<file path="src/rtl/lr_pkg.sv">
// Shared definitions for the local-RAM arbiter: default address width,
// clear sequencer states and fixed timing constants.
package lr_pkg;

    localparam int AW_DEFAULT   = 12;
    localparam int DRAIN_CYCLES = 2;
    localparam int READ_LATENCY = 2;

    typedef enum logic [1:0] {
        IDLE  = 2'd0,
        DRAIN = 2'd1,
        CLEAR = 2'd2,
        DONE  = 2'd3
    } clr_state_t;

endpackage

</file>
<file path="src/rtl/lr_rr_arb.sv">
// Round-robin arbiter with its own rotating pointer. The winner index is
// reported even when mask_en suppresses the grant, so the parent can compare
// the would-be winner against other traffic before committing to a grant.
module lr_rr_arb #(
    parameter int N = 4
) (
    input  logic                 clk,
    input  logic                 reset,
    input  logic [N-1:0]         req,
    input  logic                 mask_en,
    output logic [N-1:0]         gnt,
    output logic [$clog2(N)-1:0] win_idx
);

    localparam int IW = $clog2(N);

    logic [IW-1:0] ptr;
    logic [IW-1:0] cand;
    logic          win_found;

    // Search upward from the pointer with wrap for the first asserted request.
    always_comb begin
        win_found = 1'b0;
        win_idx   = '0;
        cand      = '0;
        for (int i = 0; i < N; i++) begin
            cand = IW'((int'(ptr) + i) % N);
            if (!win_found && req[cand]) begin
                win_found = 1'b1;
                win_idx   = cand;
            end
        end
    end

    assign gnt = (win_found && !mask_en) ? (N'(1) << win_idx) : '0;

    // Move the pointer just past the granted requester; hold it otherwise.
    always_ff @(posedge clk) begin
        if (reset) begin
            ptr <= '0;
        end else if (win_found && !mask_en) begin
            ptr <= (win_idx == IW'(N - 1)) ? '0 : win_idx + 1'b1;
        end
    end

endmodule

</file>
<file path="src/rtl/lr_arbiter.sv">
// Local-RAM arbiter: independent round-robin read and write ports in front
// of a 32-bit RAM with registered read, plus a sequencer that zero-fills the
// whole RAM on command.
module lr_arbiter
    import lr_pkg::*;
#(
    parameter int NUM_REQ = 4,
    parameter int AW      = AW_DEFAULT
) (
    input  logic                  clk,
    input  logic                  reset,
    input  logic [NUM_REQ-1:0]    rd_req,
    input  logic [NUM_REQ*AW-1:0] rd_addr,
    output logic [NUM_REQ-1:0]    rd_gnt,
    output logic [NUM_REQ-1:0]    rd_valid,
    output logic [31:0]           rd_data,
    input  logic [NUM_REQ-1:0]    wr_req,
    input  logic [NUM_REQ*AW-1:0] wr_addr,
    input  logic [NUM_REQ*32-1:0] wr_data,
    input  logic [NUM_REQ*4-1:0]  wr_be,
    output logic [NUM_REQ-1:0]    wr_gnt,
    input  logic                  clr_start,
    output logic                  clr_busy,
    output logic                  clr_done,
    output logic [AW-1:0]         ram_raddr,
    output logic [AW-1:0]         ram_waddr,
    output logic [31:0]           ram_wdata,
    output logic [3:0]            ram_we,
    input  logic [31:0]           ram_rdata
);

    localparam int IW = $clog2(NUM_REQ);

    clr_state_t    state;
    clr_state_t    state_next;
    logic [1:0]    drain_cnt;
    logic [AW-1:0] clr_cnt;
    logic          busy;

    logic [IW-1:0] rd_idx;
    logic [IW-1:0] wr_idx;
    logic          rd_mask;
    logic          wr_mask;
    logic          collision;
    logic [AW-1:0] rd_sel_addr;
    logic [AW-1:0] wr_sel_addr;
    logic [31:0]   wr_sel_data;
    logic [3:0]    wr_sel_be;

    logic          pipe_v1;
    logic          pipe_v2;
    logic [IW-1:0] pipe_idx1;
    logic [IW-1:0] pipe_idx2;

    assign busy     = (state != IDLE);
    assign clr_busy = busy;
    assign clr_done = (state == DONE);

    assign collision = (|rd_req) && (|wr_req) && (rd_sel_addr == wr_sel_addr);
    assign wr_mask   = reset || busy;
    assign rd_mask   = reset || busy || collision;

    lr_rr_arb #(.N(NUM_REQ)) u_rd_arb (
        .clk     (clk),
        .reset   (reset),
        .req     (rd_req),
        .mask_en (rd_mask),
        .gnt     (rd_gnt),
        .win_idx (rd_idx)
    );

    lr_rr_arb #(.N(NUM_REQ)) u_wr_arb (
        .clk     (clk),
        .reset   (reset),
        .req     (wr_req),
        .mask_en (wr_mask),
        .gnt     (wr_gnt),
        .win_idx (wr_idx)
    );

    // Pick out the address, data and byte enables of each channel's winner.
    always_comb begin
        rd_sel_addr = '0;
        wr_sel_addr = '0;
        wr_sel_data = '0;
        wr_sel_be   = '0;
        for (int i = 0; i < NUM_REQ; i++) begin
            if (rd_idx == IW'(i)) begin
                rd_sel_addr = rd_addr[i*AW +: AW];
            end
            if (wr_idx == IW'(i)) begin
                wr_sel_addr = wr_addr[i*AW +: AW];
                wr_sel_data = wr_data[i*32 +: 32];
                wr_sel_be   = wr_be[i*4 +: 4];
            end
        end
    end

    // Clear sequencer next-state: drain in-flight reads, sweep every word, pulse done.
    always_comb begin
        state_next = state;
        case (state)
            IDLE:    if (clr_start) state_next = DRAIN;
            DRAIN:   if (drain_cnt == 2'(DRAIN_CYCLES - 1)) state_next = CLEAR;
            CLEAR:   if (&clr_cnt) state_next = DONE;
            DONE:    state_next = IDLE;
            default: state_next = IDLE;
        endcase
    end

    // Sequencer state and its drain/sweep counters; the sweep counter wraps back to 0.
    always_ff @(posedge clk) begin
        if (reset) begin
            state     <= IDLE;
            drain_cnt <= '0;
            clr_cnt   <= '0;
        end else begin
            state     <= state_next;
            drain_cnt <= (state == DRAIN) ? drain_cnt + 2'd1 : 2'd0;
            clr_cnt   <= (state == CLEAR) ? clr_cnt + 1'b1 : '0;
        end
    end

    // Register the read address and track which requester owns each read in flight.
    always_ff @(posedge clk) begin
        if (reset) begin
            ram_raddr <= '0;
            pipe_v1   <= 1'b0;
            pipe_v2   <= 1'b0;
            pipe_idx1 <= '0;
            pipe_idx2 <= '0;
        end else begin
            pipe_v1   <= |rd_gnt;
            pipe_idx1 <= rd_idx;
            pipe_v2   <= pipe_v1;
            pipe_idx2 <= pipe_idx1;
            if (|rd_gnt) begin
                ram_raddr <= rd_sel_addr;
            end
        end
    end

    assign rd_valid = pipe_v2 ? (NUM_REQ'(1) << pipe_idx2) : '0;
    assign rd_data  = ram_rdata;

    // Register the RAM write port from either the sweep or the granted requester.
    always_ff @(posedge clk) begin
        if (reset) begin
            ram_waddr <= '0;
            ram_wdata <= '0;
            ram_we    <= '0;
        end else if (state == CLEAR) begin
            ram_waddr <= clr_cnt;
            ram_wdata <= '0;
            ram_we    <= 4'hF;
        end else if (|wr_gnt) begin
            ram_waddr <= wr_sel_addr;
            ram_wdata <= wr_sel_data;
            ram_we    <= wr_sel_be;
        end else begin
            ram_we    <= '0;
        end
    end

endmodule

</file>
<file path="config.mk">
export PLATFORM = sky130hd
export DESIGN_NAME = lr_arbiter
export DESIGN_NICKNAME = d
export VERILOG_FILES = /design/src/rtl/lr_pkg.sv /design/src/rtl/lr_rr_arb.sv /design/src/rtl/lr_arbiter.sv
export SDC_FILE = /design/constraint.sdc
export NUM_CORES = 1
export LEC_CHECK = 0
export ABC_CLOCK_PERIOD_IN_PS = 4300
export CAP_MARGIN = 10
export CELL_PAD_IN_SITES_DETAIL_PLACEMENT = 1
export CELL_PAD_IN_SITES_GLOBAL_PLACEMENT = 2
export CORE_MARGIN = 1.5
export CORE_UTILIZATION = 16
export DETAILED_ROUTE_END_ITERATION = 7
export PLACE_DENSITY_LB_ADDON = 0.3
export SYNTH_ARGS = -nofsm -noshare
export SYNTH_HDL_FRONTEND = slang
export SYNTH_SLANG_ARGS = --single-unit
</file>
<file path="constraint.sdc">
create_clock -name clk -period 4.3 [get_ports clk]
set_input_delay 0.86 -clock clk [delete_from_list [all_inputs] [get_ports clk]]
set_output_delay 0.86 -clock clk [all_outputs]
set_load 0.05 [all_outputs]
</file>
Word level (Yosys, flattened, before mapping)
Cells that the tools add are included.
Word-level totals
  bits in registers: 86
  input bits: 283
  output and inout port bits: 106
  word-level logic and storage cells: 145
Cells by class
  add/sub/neg operators: 10
  magnitude comparators: 8
  equality and inequality tests: 14
  shift operators: 3
  mux-type cells: 61
  bitwise gates (word level): 2
  reductions and logical operators: 34
Operator list (number)
  2-to-1 mux 32 bit: 4
  2-to-1 mux 12 bit: 10
  2-to-1 mux 4 bit: 9
  2-to-1 mux 2 bit: 13
  < comparator 2 x 3 -> 1 bit, second input constant: 8
  binary-select mux 1 bit (select 2 bit): 8
  2-to-1 mux 1 bit: 16
  OR reduction 4 bit: 4
  adder 12 x 1 -> 12 bit, second input constant: 1
  == test 12 bit: 1
  == test 2 bit, second input constant: 6
  AND reduction 12 bit: 1
  left shift 1 x 2 -> 4 bit, first input constant: 3
  adder 2 x 1 -> 2 bit, second input constant: 5
  logical AND 1 bit: 10
  adder 2 bit, second input constant: 4
  == test 2 x 1 -> 1 bit, second input constant: 4
  logical NOT 1 bit: 8
  case mux 2 bit (4 select lines): 1
  logical NOT 2 bit: 3
  inequality test 2 bit, second input constant: 3
  OR reduction 2 bit: 3
  nonzero test 2 bit: 2
  AND reduction 3 bit: 1
  2 further kinds: 4

Logic depth before layout (Yosys ltp)
  depth in word-level cells: 24
  gate-level depth with buffers: 18
  gate-level depth less buffers: 15

Cells and area by module
Synthesis repeated with hierarchy kept, for this count alone.
Second synthesis, totals
  cell total of the unflattened synthesis: 575
  area, all modules: 5521.5 um2
By module, submodules not included
  lr_arbiter: instances 1, cells each 509, area an instance 4951.0 um2, seq. area each 1641.6 um2
  lr_rr_arb: instances 2, cells each 33, area an instance 285.3 um2, seq. area each 40.0 um2

Least setup slack after synthesis
No wires, ideal clock.
  path kind: in2out
  start point: input port rd_req[0]
  end point: output port rd_gnt[3]
  data arrival time: 4.163 ns
  data required time: 3.440 ns
  slack: -0.723 ns
  cell stages on the path: 16
  buffers on the path: 2
  cell sequence: inv_1 -> nor2_1 -> a21oi_1 -> nor2_1 -> a211oi_1 -> inv_1 -> ha_1 -> or2_1 -> buf_4 -> a221oi_1 -> nor2_1 -> xor2_1 -> nand3_1 -> nor4_2 -> buf_2 -> nor3_1
Between the ends
  word-level cells in the longest chain between the ends: 23
  elaborated cells on any way between the ends: 39
  those cells by class: 4 x eq/ne; 1 x shift; 21 x mux; 13 x reduce/logical
Ends and longest elaborated chain
  start: declaration: RTL line lr_arbiter.sv:12  | input logic [NUM_REQ-1:0] rd_req,
  binary-select mux 1 bit (select 2 bit): RTL line lr_rr_arb.sv:28  | if (!win_found && req[cand]) begin
  2-to-1 mux 1 bit (not written as such): RTL line lr_rr_arb.sv:28
  2-to-1 mux 1 bit: RTL line lr_rr_arb.sv:28
  logical NOT 1 bit: RTL line lr_rr_arb.sv:28
  logical AND 1 bit: RTL line lr_rr_arb.sv:28
  2-to-1 mux 1 bit: RTL line lr_rr_arb.sv:28
  logical NOT 1 bit: RTL line lr_rr_arb.sv:28
  logical AND 1 bit: RTL line lr_rr_arb.sv:28
  [4 not listed]
  named net rd_idx[0]: RTL line lr_arbiter.sv:40  | logic [IW-1:0] rd_idx;
  logical NOT 2 bit: RTL line lr_arbiter.sv:88  | if (rd_idx == IW'(i)) begin
  2-to-1 mux 12 bit (4 in series): RTL line lr_arbiter.sv:88
  == test 12 bit: RTL line lr_arbiter.sv:59  | assign collision = (|rd_req) && (|wr_req) && (rd_sel_addr == wr_sel_addr);
  logical AND 1 bit: RTL line lr_arbiter.sv:59
  logical OR 1 bit: RTL line lr_arbiter.sv:61  | assign rd_mask = reset || busy || collision;
  logical NOT 1 bit: RTL line lr_rr_arb.sv:35  | assign gnt = (win_found && !mask_en) ? (N'(1) << win_idx) : '0;
  logical AND 1 bit: RTL line lr_rr_arb.sv:35
  2-to-1 mux 4 bit (*): RTL line lr_rr_arb.sv:35
  end: declaration: RTL line lr_arbiter.sv:14  | output logic [NUM_REQ-1:0] rd_gnt,
Mark *: on every way through the listed nets, which the timed path passes. The rest lies on a longest branch. The select of a mux whose other input is x is not followed.

Worst setup path after layout
  start point: input port rd_req[0]
  end point: output port rd_gnt[1]
Same word-level chain as after synthesis.

==> impl_metrics.env <==
export IMPL_status="finished with violations"
export IMPL_failed_checks="design-rule violations, negative setup slack"
export IMPL_rsz0062_at_grt="yes"
export IMPL_muxShareOfSynthArea_pct=0.516
export IMPL_place_port_buffers=324
export IMPL_worst_clock_skew_ns=0.0139
export IMPL_placeable_core_region_sq_mm=0.0357
export IMPL_antenna_found_initial=2
export IMPL_cell_repeated_most_along_the_worst_path="sky130_fd_sc_hd__buf_6"
export IMPL_worst_path_stages=18
export IMPL_synth_top_cell_area_share_pct=29.6
export IMPL_synth_compound_area_share_pct=27.1
export IMPL_final_hold_worst_slack_ns=0.426
export IMPL_floorplan_die_area_sq_mm=0.0375
export IMPL_design_power_total_mw=7.44
export IMPL_insertion_delay_ns=0.37
export IMPL_path_cells="buf_6, buf_6, inv_12, nor2_4, a21oi_2, nor2_2, a211oi_2, inv_2, ha_4, buf_6, or2_4, a221oi_2, nor2_2, xnor2_2, nand4_1, or4_4, and3_4, buf_8"
export IMPL_synth_seq_cells=86
export IMPL_postLayoutCoreUtil_pct=31.7
export IMPL_routed_wirelength_um=33200
export IMPL_path_clk_slew_ns=0.07
export IMPL_routed_via_count=7532
export IMPL_grtUsageMet1_pct=18.8
export IMPL_final_setup_viol_count=5
export IMPL_htreeDepth=3
export IMPL_die_width_um=194
export IMPL_critPathKind="in -> out"
export IMPL_reg2reg_from="u_rd_arb.ptr[0]"
export IMPL_ys_warnings_count=0
export IMPL_power_per_cell_area_mw_per_mm2=658
export IMPL_setup_worst_path_start_class="input pin"
export IMPL_globalRouteMet2Util_pct=31.4
export IMPL_power_leakage_nw=4.29
export IMPL_globalRouteTotalUtil_pct=17.6
export IMPL_r2r_setup_slack_ns=0.26
export IMPL_drt_pre_antenna_iters=6
export IMPL_timing_critical_path_max_delay_family="simple AND/OR/NAND/NOR gates"
export IMPL_crit_slowest_cell="sky130_fd_sc_hd__or4_4"
export IMPL_grt_first_pass_wirelength_um=50200
export IMPL_numCtsBuffers=9
export IMPL_max_clock_freq_mhz=214
export IMPL_fill_cells=4233
export IMPL_cp_required_ns=3.44
export IMPL_place_detailed_hpwl_um=24900
export IMPL_vias_in_the_first_global_route=8233
export IMPL_cp_end_kind="output port"
export IMPL_initial_utilization_pct=16.3
export IMPL_min_path_type="reg -> reg"
export IMPL_crit_path_launch="rd_req[0]"
export IMPL_timing_slew_headroom_pct=46.2
export IMPL_antenna_left=0
export IMPL_yosys_area_share_adder_pct=3.23
export IMPL_synthDominantAreaCellType="sky130_fd_sc_hd__dfxtp_1"
export IMPL_dp_slack_ns=-1.05
export IMPL_tightest_slew_ns=0.807
export IMPL_yosys_area_share_simple_pct=26.0
export IMPL_regToRegEndpoint="ram_raddr[10]"
export IMPL_synthArstFlopShare_pct=0
export IMPL_core_rowCount=69
export IMPL_tritoncts="done"
export IMPL_dr_first_iter_drc_count=249
export IMPL_gp_congestion=0.859
export IMPL_route_detailed_wl_per_inst_um=19.4
export IMPL_cts_root_buffer_cell="sky130_fd_sc_hd__clkbuf_16"
export IMPL_synth_edff_count=0
export IMPL_peakVddDrop_v=0.000321
export IMPL_hold_buffers=0
export IMPL_top_level_ports=389
export IMPL_grt_max_degree=74
export IMPL_synth_top_flop_cell="sky130_fd_sc_hd__dfxtp_1"
export IMPL_worst_slack_ns=-0.379
export IMPL_route_detailed_vias_per_inst=4.40
export IMPL_finalNetCount=1542
export IMPL_number_of_nets_in_the_synthesized_netlist=1158
export IMPL_antenna_cells_inserted=0
export IMPL_period_share_pct=109
export IMPL_cts_sinks=86
export IMPL_finalInstanceArea_sq_mm=0.0113
export IMPL_timing_critical_path_arrival_ns=3.82
export IMPL_drive_gt1_share_pct=22.9
export IMPL_grt_busiest_layer="met2"
export IMPL_instance_area_at_placement_sq_mm=0.00998
export IMPL_syn_cell_area_sq_mm=0.00582
export IMPL_regArea_sq_mm=0.00172
export IMPL_maxSlewViolCount=0
export IMPL_hold_violations=0
export IMPL_critical_path_max_stage_delay_ns=0.61
export IMPL_reg2reg_depth=25
export IMPL_multi_input_comb_area_sq_mm=0.00408
export IMPL_area_growth_syn_to_layout_pct=94.3
export IMPL_die_height_um=194
export IMPL_postSynthCellCount=860
export IMPL_cp_max_fo=6
export IMPL_worst_setup_path_endpoint="rd_gnt[1]"
export IMPL_final_cell_mix="sky130_fd_sc_hd__clkdlybuf4s50_1 (307), sky130_fd_sc_hd__nor2_1 (160), sky130_fd_sc_hd__buf_4 (128), sky130_fd_sc_hd__a21oi_1 (112), sky130_fd_sc_hd__nand2_1 (105)"
export IMPL_grt_util_met3_pct=6.87
export IMPL_min_period_ns=4.68
export IMPL_syn_area_per_cell_sq_um=6.76
export IMPL_clock_tree_buf_depth=2
export IMPL_grt_overflow_total=0
export IMPL_synth_xor_area_share_pct=3.16
export IMPL_count_of_different_cell_masters_after_synthesis=49
export IMPL_most_common_library_cell_in_the_layout_ignoring_fill_and_taps="sky130_fd_sc_hd__clkdlybuf4s50_1"
export IMPL_worst_path_buf_inv=6
export IMPL_synth_top_cells_by_area="sky130_fd_sc_hd__dfxtp_1 (30%), sky130_fd_sc_hd__nor2_1 (11%), sky130_fd_sc_hd__a21oi_1 (10%)"
export IMPL_max_cap_violations=0
export IMPL_detail_route_drc_violations=29
export IMPL_synth_seq_area_share_pct=29.6
export IMPL_dominant_combinational_cell_family_by_area_after_synthesis="compound AO/OA/AOI/OAI gates"
-- worst min path at each step --
| stage | cells past startpoint | slack (ns) | from | end |
|---|---|---|---|---|
| 2_1_floorplan | 1 | 0.40 | drain_cnt[0] | drain_cnt[0] |
| 3_3_place_gp | 1 | 0.41 | drain_cnt[0] | drain_cnt[0] |
| 3_5_place_dp | 1 | 0.42 | drain_cnt[0] | drain_cnt[0] |
| 4_1_cts | 1 | 0.43 | drain_cnt[0] | drain_cnt[0] |
| 5_1_grt | 1 | 0.45 | drain_cnt[0] | drain_cnt[0] |
| 6_report | 1 | 0.43 | drain_cnt[0] | drain_cnt[0] |
-- power breakdown --
| group | switching, mW | internal (mW) |
|---|---|---|
| Combinational | 3.04 | 2.33 |
| Clock | 0.404 | 0.467 |
| Sequential | 0.153 | 1.05 |
-- worst register-to-register path: stages, from the launching register on --
cell,delay [ns]
sky130_fd_sc_hd__dfxtp_1,0.45
sky130_fd_sc_hd__nor2_4,0.07
sky130_fd_sc_hd__a21oi_2,0.12
sky130_fd_sc_hd__nor2_2,0.06
sky130_fd_sc_hd__a211oi_2,0.21
sky130_fd_sc_hd__inv_2,0.12
sky130_fd_sc_hd__ha_4,0.19
sky130_fd_sc_hd__buf_6,0.11
sky130_fd_sc_hd__or2_4,0.30
sky130_fd_sc_hd__a221oi_2,0.24
sky130_fd_sc_hd__nor2_2,0.09
sky130_fd_sc_hd__xor2_2,0.20
sky130_fd_sc_hd__buf_4,0.15
sky130_fd_sc_hd__buf_4,0.12
sky130_fd_sc_hd__buf_4,0.13
sky130_fd_sc_hd__buf_4,0.13
sky130_fd_sc_hd__buf_4,0.13
sky130_fd_sc_hd__buf_4,0.13
sky130_fd_sc_hd__buf_4,0.12
sky130_fd_sc_hd__buf_4,0.12
sky130_fd_sc_hd__buf_4,0.12
sky130_fd_sc_hd__nand4_1,0.11
sky130_fd_sc_hd__nor4_2,0.06
sky130_fd_sc_hd__buf_4,0.14
sky130_fd_sc_hd__nor2_2,0.14
sky130_fd_sc_hd__mux2i_1,0.23
-- what timing repair did --
action | in CTS | in global routing
endpoints found under the setup margin | 12 | 7
pin swaps | 37 | 29
gates cloned | 4 | 0
resized for setup | 97 | 46
buffers inserted | 44 | 17
endpoints found under the hold margin | 0 | 0
-- cell usage after synthesis, drive strengths merged (4+ instances only) --
| master | instances |
|---|---|
| nand2b | 7 |
| buf | 55 |
| and3 | 7 |
| inv | 20 |
| o221ai | 9 |
| nor2b | 5 |
| xor2 | 13 |
| clkbuf | 45 |
| nand3 | 23 |
| o211ai | 40 |
| nand2 | 108 |
| nor2 | 176 |
| a21oi | 117 |
| nor3 | 4 |
| xnor2 | 8 |
| a221oi | 11 |
| nand4 | 4 |
| o22ai | 20 |
| nor4 | 4 |
| nand3b | 6 |
| o21ai | 51 |
| ha | 15 |
| dfxtp | 86 |
-- registers in the layout, indices dropped and copies added, names as in the netlist, 4 cells and up --
register   cells
ram_wdata     32
clr_cnt       12
ram_raddr     12
ram_waddr     12
ram_we         4
-- layout make-up --
type	count	share of cell area, %
repair buffers	471	40.0
clock inverters	7	0.775
clock buffers	9	1.99
flip-flops and latches	86	15.2
inverters	20	0.775
well taps	461	5.10
multi-input cells	656	36.1
-- per-stage QoR --
| step | TNS, ns | cells |
|---|---|---|
| 2_1_floorplan | -0.0968 | 860 |
| 3_3_place_gp | -8.33 | 1634 |
| 3_5_place_dp | -9.63 | 1634 |
| 4_1_cts | -1.20 | 1695 |
| 5_1_grt | -1.91 | 1710 |
| 6_report | -1.42 | 1710 |
-- metal layers --
layer	vias to the layer above	share of wire [%]
met1	3498	39
met5	-	0.039
met4	2	2.2
met3	36	9.9
met2	303	49
li1	3693	-
-- cells by family (layout without fill, tap and decap cells) --
| logic type | count (synthesis) | after routing |
|---|---|---|
| AOI/OAI and AO/OA | 262 | 262 |
| adders and majority gates | 15 | 15 |
| xor gates and xnor gates | 21 | 21 |
| DFF | 86 | 86 |
| muxes | 3 | 3 |
| buffers and inverters | 120 | 507 |
| and+or+nand+nor | 353 | 355 |
Note: power is estimated with default switching activity, not from simulation.
